$ cat config.mk
export PLATFORM = sky130hd
export DESIGN_NAME = change_dispenser
export DESIGN_NICKNAME = d
export VERILOG_FILES = /design/src/rtl/change_dispenser_pkg.sv /design/src/rtl/change_dispenser_stock.sv /design/src/rtl/change_dispenser.sv
export SDC_FILE = /design/constraint.sdc
export NUM_CORES = 1
export LEC_CHECK = 0
export ABC_AREA = 1
export BUFFER_PORTS_ARGS = -buffer_cell sky130_fd_sc_hd__buf_2
export CORE_ASPECT_RATIO = 1.25
export CORE_MARGIN = 5
export CORE_UTILIZATION = 50
export DETAILED_ROUTE_END_ITERATION = 16
export HOLD_SLACK_MARGIN = 0.02
export PLACE_DENSITY = 0.74
export SYNTH_ARGS = -nofsm -noshare
export SYNTH_HDL_FRONTEND = slang
export SYNTH_SLANG_ARGS = --single-unit
$ cat constraint.sdc
create_clock -name clk -period 3.1 [get_ports clk]
set_input_delay 0.62 -clock clk [delete_from_list [all_inputs] [get_ports clk]]
set_output_delay 0.62 -clock clk [all_outputs]
set_load 0.01 [all_outputs]
$ cat src/rtl/change_dispenser_pkg.sv
// Shared definitions for the change dispenser: coin count, one-hot coin codes,
// FSM state encodings and default coin values.
package change_dispenser_pkg;

  localparam int unsigned NumCoins = 3;

  typedef logic [NumCoins-1:0] coin_oh_t;
  typedef logic [2:0]          state_t;

  localparam coin_oh_t CoinNone = 3'b000;
  localparam coin_oh_t CoinOh0  = 3'b001;
  localparam coin_oh_t CoinOh1  = 3'b010;
  localparam coin_oh_t CoinOh2  = 3'b100;

  localparam state_t StIdle   = 3'd0;
  localparam state_t StSelect = 3'd1;
  localparam state_t StPulse  = 3'd2;
  localparam state_t StGap    = 3'd3;
  localparam state_t StDone   = 3'd4;

  localparam int unsigned DefCoin0Value = 100;
  localparam int unsigned DefCoin1Value = 500;
  localparam int unsigned DefCoin2Value = 1000;
  localparam int unsigned DefStockW     = 8;
  localparam int unsigned DefInitStock  = 10;
  localparam int unsigned DefGapCycles  = 2;

  // Value of a one-hot coin code; zero for an empty code.
  function automatic logic [31:0] coin_value(input coin_oh_t    oh,
                                             input logic [31:0] v0,
                                             input logic [31:0] v1,
                                             input logic [31:0] v2);
    logic [31:0] val;
    val = '0;
    if (oh[0]) val = v0;
    if (oh[1]) val = v1;
    if (oh[2]) val = v2;
    return val;
  endfunction

endpackage

$ cat src/rtl/change_dispenser_stock.sv
// Per-coin stock counter: saturating increment on refill, floor-at-zero decrement on dispense.
module coin_stock_counter #(
  parameter int unsigned StockW    = 8,
  parameter int unsigned InitStock = 10
) (
  input  logic clk_i,
  input  logic rst_i,
  input  logic inc_i,
  input  logic dec_i,
  output logic empty_o
);

  localparam logic [StockW-1:0] MaxCount = '1;
  localparam logic [StockW-1:0] InitVal  = StockW'(InitStock);

  logic [StockW-1:0] count_q, count_d;

  // Simultaneous refill and dispense cancel out.
  always_comb begin
    count_d = count_q;
    unique case ({inc_i, dec_i})
      2'b10: if (count_q != MaxCount) count_d = count_q + StockW'(1);
      2'b01: if (count_q != '0)       count_d = count_q - StockW'(1);
      default: ;
    endcase
  end

  always_ff @(posedge clk_i or posedge rst_i) begin
    if (rst_i) begin
      count_q <= InitVal;
    end else begin
      count_q <= count_d;
    end
  end

  assign empty_o = (count_q == '0);

endmodule

$ cat src/rtl/change_dispenser.sv
// Greedy change dispenser: turns a change amount into spaced one-hot coin pulses,
// tracking per-coin stock and reporting whatever could not be paid out.
module change_dispenser
  import change_dispenser_pkg::*;
#(
  parameter int unsigned COIN0_VALUE = DefCoin0Value,
  parameter int unsigned COIN1_VALUE = DefCoin1Value,
  parameter int unsigned COIN2_VALUE = DefCoin2Value,
  parameter int unsigned STOCK_W     = DefStockW,
  parameter int unsigned INIT_STOCK  = DefInitStock,
  parameter int unsigned GAP_CYCLES  = DefGapCycles
) (
  input  logic        clk,
  input  logic        reset,
  input  logic        i_start,
  input  logic [31:0] i_amount,
  input  logic [2:0]  i_refill_coin,
  output logic        o_ready,
  output logic [2:0]  o_return_coin,
  output logic        o_done,
  output logic [31:0] o_remainder,
  output logic [2:0]  o_stock_empty
);

  localparam logic [31:0] Coin0Val = 32'(COIN0_VALUE);
  localparam logic [31:0] Coin1Val = 32'(COIN1_VALUE);
  localparam logic [31:0] Coin2Val = 32'(COIN2_VALUE);

  localparam int unsigned    GapW    = (GAP_CYCLES > 1) ? $clog2(GAP_CYCLES) : 1;
  localparam logic [GapW-1:0] GapLoad = (GAP_CYCLES > 0) ? GapW'(GAP_CYCLES - 1) : '0;

  state_t          state_q, state_d;
  logic [31:0]     rem_q, rem_d;
  logic [31:0]     remainder_q, remainder_d;
  coin_oh_t        sel_q, sel_d;
  logic [GapW-1:0] gap_q, gap_d;

  coin_oh_t stock_empty;
  coin_oh_t dec_coin;
  coin_oh_t pick;

  for (genvar k = 0; k < NumCoins; k++) begin : g_stock
    coin_stock_counter #(
      .StockW    (STOCK_W),
      .InitStock (INIT_STOCK)
    ) u_stock (
      .clk_i   (clk),
      .rst_i   (reset),
      .inc_i   (i_refill_coin[k]),
      .dec_i   (dec_coin[k]),
      .empty_o (stock_empty[k])
    );
  end

  // Largest coin that fits in the remaining amount and is still in stock.
  always_comb begin
    pick = CoinNone;
    if (rem_q >= Coin2Val && !stock_empty[2]) begin
      pick = CoinOh2;
    end else if (rem_q >= Coin1Val && !stock_empty[1]) begin
      pick = CoinOh1;
    end else if (rem_q >= Coin0Val && !stock_empty[0]) begin
      pick = CoinOh0;
    end
  end

  always_comb begin
    state_d     = state_q;
    rem_d       = rem_q;
    remainder_d = remainder_q;
    sel_d       = sel_q;
    gap_d       = gap_q;
    unique case (state_q)
      StIdle: begin
        if (i_start) begin
          rem_d   = i_amount;
          state_d = StSelect;
        end
      end
      StSelect: begin
        if (pick != CoinNone) begin
          sel_d   = pick;
          state_d = StPulse;
        end else begin
          // Latch on entry so the remainder is already valid alongside o_done.
          remainder_d = rem_q;
          state_d     = StDone;
        end
      end
      StPulse: begin
        rem_d = rem_q - coin_value(sel_q, Coin0Val, Coin1Val, Coin2Val);
        if (GAP_CYCLES == 0) begin
          state_d = StSelect;
        end else begin
          gap_d   = GapLoad;
          state_d = StGap;
        end
      end
      StGap: begin
        if (gap_q == '0) begin
          state_d = StSelect;
        end else begin
          gap_d = gap_q - GapW'(1);
        end
      end
      StDone:  state_d = StIdle;
      default: state_d = StIdle;
    endcase
  end

  always_ff @(posedge clk or posedge reset) begin
    if (reset) begin
      state_q     <= StIdle;
      rem_q       <= '0;
      remainder_q <= '0;
      sel_q       <= CoinNone;
      gap_q       <= '0;
    end else begin
      state_q     <= state_d;
      rem_q       <= rem_d;
      remainder_q <= remainder_d;
      sel_q       <= sel_d;
      gap_q       <= gap_d;
    end
  end

  assign dec_coin      = (state_q == StPulse) ? sel_q : CoinNone;
  assign o_ready       = (state_q == StIdle);
  assign o_return_coin = dec_coin;
  assign o_done        = (state_q == StDone);
  assign o_remainder   = remainder_q;
  assign o_stock_empty = stock_empty;

endmodule
# Word level (Yosys, flattened, before mapping)
# Cells that the tools add are included.
# op_classes
add_sub_neg,8
magnitude_cmp,3
n_eq_ne,21
n_mux,25
bitwise,1
n_reduce_logical,26
# ops
operator,n
$mux W32,4
$pmux W32 S2,1
$mux W8,6
$pmux W8 S2,3
$ge A32 B10 Y1 const B,1
$ge A32 B7 Y1 const B,1
$ge A32 B9 Y1 const B,1
$sub A32 B32 Y32,1
$add A8 B1 Y8 const B,3
$logic_not A8 Y1,3
$ne A8 B8 Y1 const B,3
$reduce_bool A8 Y1,3
$sub A8 B1 Y8 const B,3
$mux W3,5
$ne A2 B1 Y1 const B,6
$pmux W3 S4,1
$reduce_bool A2 Y1,5
$reduce_and A3 Y1,3
$reduce_and A2 Y1,4
$mux W7,1
$eq A2 B1 Y1 const B,3
$eq A2 B2 Y1 const B,3
$eq A3 B2 Y1 const B,2
$ne A2 B2 Y1 const B,2
11 further kinds,16
# totals
register_bits,95
output_inout_bits,40

# Depth between registers and ports, before layout
# logic_depth
word_depth,9
depth_mapped,18
depth_no_buf,16

# By module
# Synthesis repeated with hierarchy kept, for this count alone.
# unflattened
cells_unflattened,980
hier_area_um2,6755.2
# modules_own_cells
mod,n_inst,cells_per_inst,area_each_um2,seq_area_each_um2
change_dispenser,1,641,4367.9,1776.7
coin_stock_counter,3,113,795.8,202.7

# Worst setup path after synthesis
# Ideal clock, no wire load.
# synth_timing
path_type,reg-to-reg
startpoint,register state_q[1]
endpoint,register g_stock[0].u_stock.count_q[6]
setup_time_ns,0.117
arrival_ns,2.633
setup_slack_ns,0.350
path_stages_with_launch,17
path_buffers,2
period_less_slack_ns,2.750
cell_sequence,dfrtp_1 -> inv_1 -> nor2_1 -> nand2_1 -> clkbuf_1 -> buf_1 -> nor2_1 -> ha_1 -> inv_1 -> fa_1 -> o21ai_0 -> nand2_1 -> nand2_1 -> a21o_1 -> nand2_1 -> nand3_1 -> nand2_1
# synth_via
elab_chain_cells,5
word_cells_on_any_way,9
cone_classes,eq/ne (5); mux (2); reduce/logical (2)
# synth_rtl
element,line,text
start: declaration,change_dispenser.sv:32,"state_t state_q, state_d;"
start signal: assignment,change_dispenser.sv:113,state_q <= StIdle;
start signal: assignment,change_dispenser.sv:119,state_q <= state_d;
$eq A3 B2 Y1 (*),change_dispenser.sv:127,assign dec_coin = (state_q == StPulse) ? sel_q : CoinNone;
$mux W3 (*),change_dispenser.sv:127,
named net g_stock[0].u_stock.dec_i,change_dispenser_stock.sv:9,"input logic dec_i,"
$eq A2 B1 Y1 / $eq A2 B2 Y1 (equally long branches),change_dispenser_stock.sv:21,"unique case ({inc_i, dec_i})"
$ne A2 B1 Y1 (no line) / $reduce_bool A2 Y1 (equally long branches),--,
$reduce_and A3 Y1 (no line),--,
end signal: assignment,change_dispenser_stock.sv:30,count_q <= InitVal;
end signal: assignment,change_dispenser_stock.sv:32,count_q <= count_d;
end: declaration,change_dispenser_stock.sv:16,"logic [StockW-1:0] count_q, count_d;"
# The timed path passes the listed nets; every way through them passes the cells marked *.
# A chain may end at the register's enable or synchronous reset.

# Worst setup path after layout
# layout_timing
startpoint,register state_q[1]
endpoint,register g_stock[2].u_stock.count_q[6]
# layout_via
elab_chain_cells,5
word_cells_on_any_way,9
cone_classes,eq/ne (5); mux (2); reduce/logical (2)
# layout_rtl
element,line
$eq A3 B2 Y1 (*),change_dispenser.sv:127
$mux W3 (*),change_dispenser.sv:127
$eq A2 B1 Y1 / $eq A2 B2 Y1 (equally long branches),change_dispenser_stock.sv:21
$ne A2 B1 Y1 (no line) / $reduce_bool A2 Y1 (equally long branches),--
$reduce_and A3 Y1 (no line),--
end signal: assignment,change_dispenser_stock.sv:30
end signal: assignment,change_dispenser_stock.sv:32
end: declaration,change_dispenser_stock.sv:16
# Mark *: on every way between the ends. The rest lies on a longest branch, timed or not.

==> impl_metrics.json <==
{
  "cts_setup_buffers": 0,
  "fmax_mhz": 349,
  "reg2reg_depth": 16,
  "grt_usage_pct": 21.9,
  "clockBufferDepth": 2,
  "synth.most_common_cell": "nand2_1",
  "crit_start": "state_q[1]",
  "drt_iter0_markers": 489,
  "setup_ws_ns": 0.233,
  "ys_ff_latch": 95,
  "io_pins": 78,
  "hold_viol": 0,
  "synth_fp_nets": 995,
  "cts_tree": "yes",
  "dr.pass1.iters": 5,
  "nets": 1061,
  "async_flop_share_pct": 100,
  "leakagePower_nw": 3.90,
  "ir_worst_vdd_mv": 0.414,
  "min_path_type": "input pin to async pin",
  "syn2layout_area_growth_pct": 12.6,
  "r2r_end": "g_stock[2].u_stock.count_q[6]",
  "grt_overflow": 0,
  "ys.flop_type": "dfrtp_1",
  "status": "complete, no violations",
  "die_y_microns": 137,
  "timing.final.crit_share_pct": 92.5,
  "cts_buffers": 9,
  "synth_area_per_cell_sq_um": 7.04,
  "via_count": 6169,
  "drive_gt1_share_pct": 12.9,
  "grt_max_degree": 49,
  "endpoint_kind": "flop",
  "cts_resized": 0,
  "fp.dieArea_sq_mm": 0.0154,
  "finalClockSkew_ns": 0.00647,
  "coreArea_sq_mm": 0.0127,
  "synth_common_cells": "316 x nand2_1, 100 x inv_1, 89 x dfrtp_1, 68 x nor2_1, 65 x nand3_1",
  "wl_per_cell_microns": 14.3,
  "grt_antenna_before_repair": 0,
  "drc": 0,
  "slew_violations": 0,
  "startpoint_type": "flop",
  "insertion_delay_ns": 0.35,
  "dp_slack_ns": 0.297,
  "die-width_microns": 112,
  "portBuffers": 77,
  "synth_edf_count": 0,
  "worstMarginPinSlew_ns": 0.627,
  "required_ns": 3.39,
  "root_buffer": "clkbuf_16",
  "diodes": 0,
  "clk_pin_slew_ns": 0.07,
  "path_class": "flop to flop",
  "ys_seq_area_share_pct": 36.8,
  "period_minus_slack_ns": 2.87,
  "postCtsHoldBufs": 0,
  "h-tree-depth": 3,
  "timing.rr.start": "state_q[1]",
  "postRouteAntennaNets": 0,
  "grt_pass1_vias": 5778,
  "cts.sinks": 95,
  "synthesis.area_sq_mm": 0.00648,
  "setup.worst_path.end": "g_stock[2].u_stock.count_q[6]",
  "place.gp.congestion": 0.939,
  "dp_hpwl_microns": 12400,
  "post-route-util_pct": 57.4,
  "rsz0062_at_grt": "no",
  "synth_top_area_share_pct": 34.4,
  "cellPowerDensity_mw_per_mm2": 937,
  "setup_violations": 0,
  "synthTopCellsByArea": "dfrtp_1 34%, nand2_1 18%, ha_1 6.2%, inv_1 5.8%, nand3_1 5.0%",
  "total_power_mw": 6.84,
  "maxCapViolations": 0,
  "fin_setup_tns_ns": 0,
  "slew_headroom_pct": 58.2,
  "grt_pass1_wl_microns": 27500,
  "row_count": 46,
  "rrSetupSlack_ns": 0.23,
  "synthCells": 921,
  "synth_top_area_cell": "dfrtp_1",
  "ys_types": 39,
  "start_util_pct": 51.0,
  "avgViaCountPerCell": 5.32,
  "ys_warn_count": 0,
  "wirelength_microns": 16600,
  "cp.arrival_ns": 3.16,
  "path_max_fanout": 9
}
-- stage by stage --
step / instances / cell area [sq um] / hold WS, ns
2_1_floorplan: 921 / 6480 / 0.449
3_3_place_gp: 1144 / 6970 / 0.457
3_5_place_dp: 1144 / 6970 / 0.464
4_1_cts: 1160 / 7300 / 0.385
5_1_grt: 1160 / 7300 / 0.414
6_report: 1160 / 7300 / 0.359
-- critical path, stage by stage, from the launching register on --
cell and delay [ns]:
dfrtp_1 0.42, inv_1 0.08, nor2_1 0.12, nand2_1 0.17, nor2_1 0.27, ha_1 0.43, inv_1 0.10, fa_1 0.41
o21ai_0 0.31, nand2_1 0.10, nand2_1 0.07, nand2_1 0.05, nand2_1 0.06, nand2_1 0.04, nand2_1 0.05, nand2_1 0.05
nand2_1 0.08
-- report_power, final --
group	internal, mW	switching (mW)	total [mW]
Clock	0.736	0.508	1.24
Combinational	1.18	2.25	3.42
Sequential	1.67	0.502	2.17
-- kinds of logic after synthesis --
kind of cell	Yosys count	synth area share, %
buf+inv	132	8.59
fa+ha+maj	36	7.41
compound gates	129	10.9
flops	95	36.8
simple gates	507	33.3
xor+xnor	22	2.97
-- registers in the layout, indices dropped and copies added (netlist names) --
signal and flops:
o_remainder 32, rem_q 32, g_stock.u_stock.count_q 24, sel_q 3, state_q 3, gap_q 1
-- area by class of cell --
type                    instances  area, sq um
fillers                      1261         5420
multi-input cells             694         3540
flip-flops and latches         95         2380
repair buffers                 82          435
inverters                     105          397
clock buffers                  10          239
well taps                     168          210
clock inverters                 6         91.3
-- layer usage --
layer	share of wire, %	vias up	track usage, %
li1	-	3101	-
met1	44	2837	28.9
met2	48	196	36.7
met3	5.5	35	3.65
met4	2.3	0	7.30
met5	0	-	0
-- worst min-delay path by stage --
stage	slack, ns	startpoint	endpoint
floorplan	0.45	rem_q[0]	rem_q[0]
global route	0.41	reset	g_stock[1].u_stock.count_q[6]
global placement	0.46	o_remainder[0]	o_remainder[0]
CTS	0.39	reset	g_stock[1].u_stock.count_q[6]
finish	0.36	reset	g_stock[0].u_stock.count_q[6]
detailed placement	0.46	o_remainder[24]	o_remainder[24]
-- placed cells by master, fill, tap and decap left out, drive strengths merged, types with 9 or more instances in the layout --
cell type,Yosys,layout
o21ai,70,70
ha,32,32
nand4,20,20
nor3,14,14
nand3,66,66
inv,105,107
buf,20,82
nor2,74,74
dfrtp,89,89
clkbuf,7,10
o211ai,9,9
xor2,13,13
a21oi,34,34
nand2,324,324
xnor2,9,9
Power figures use the tool's default switching activity.
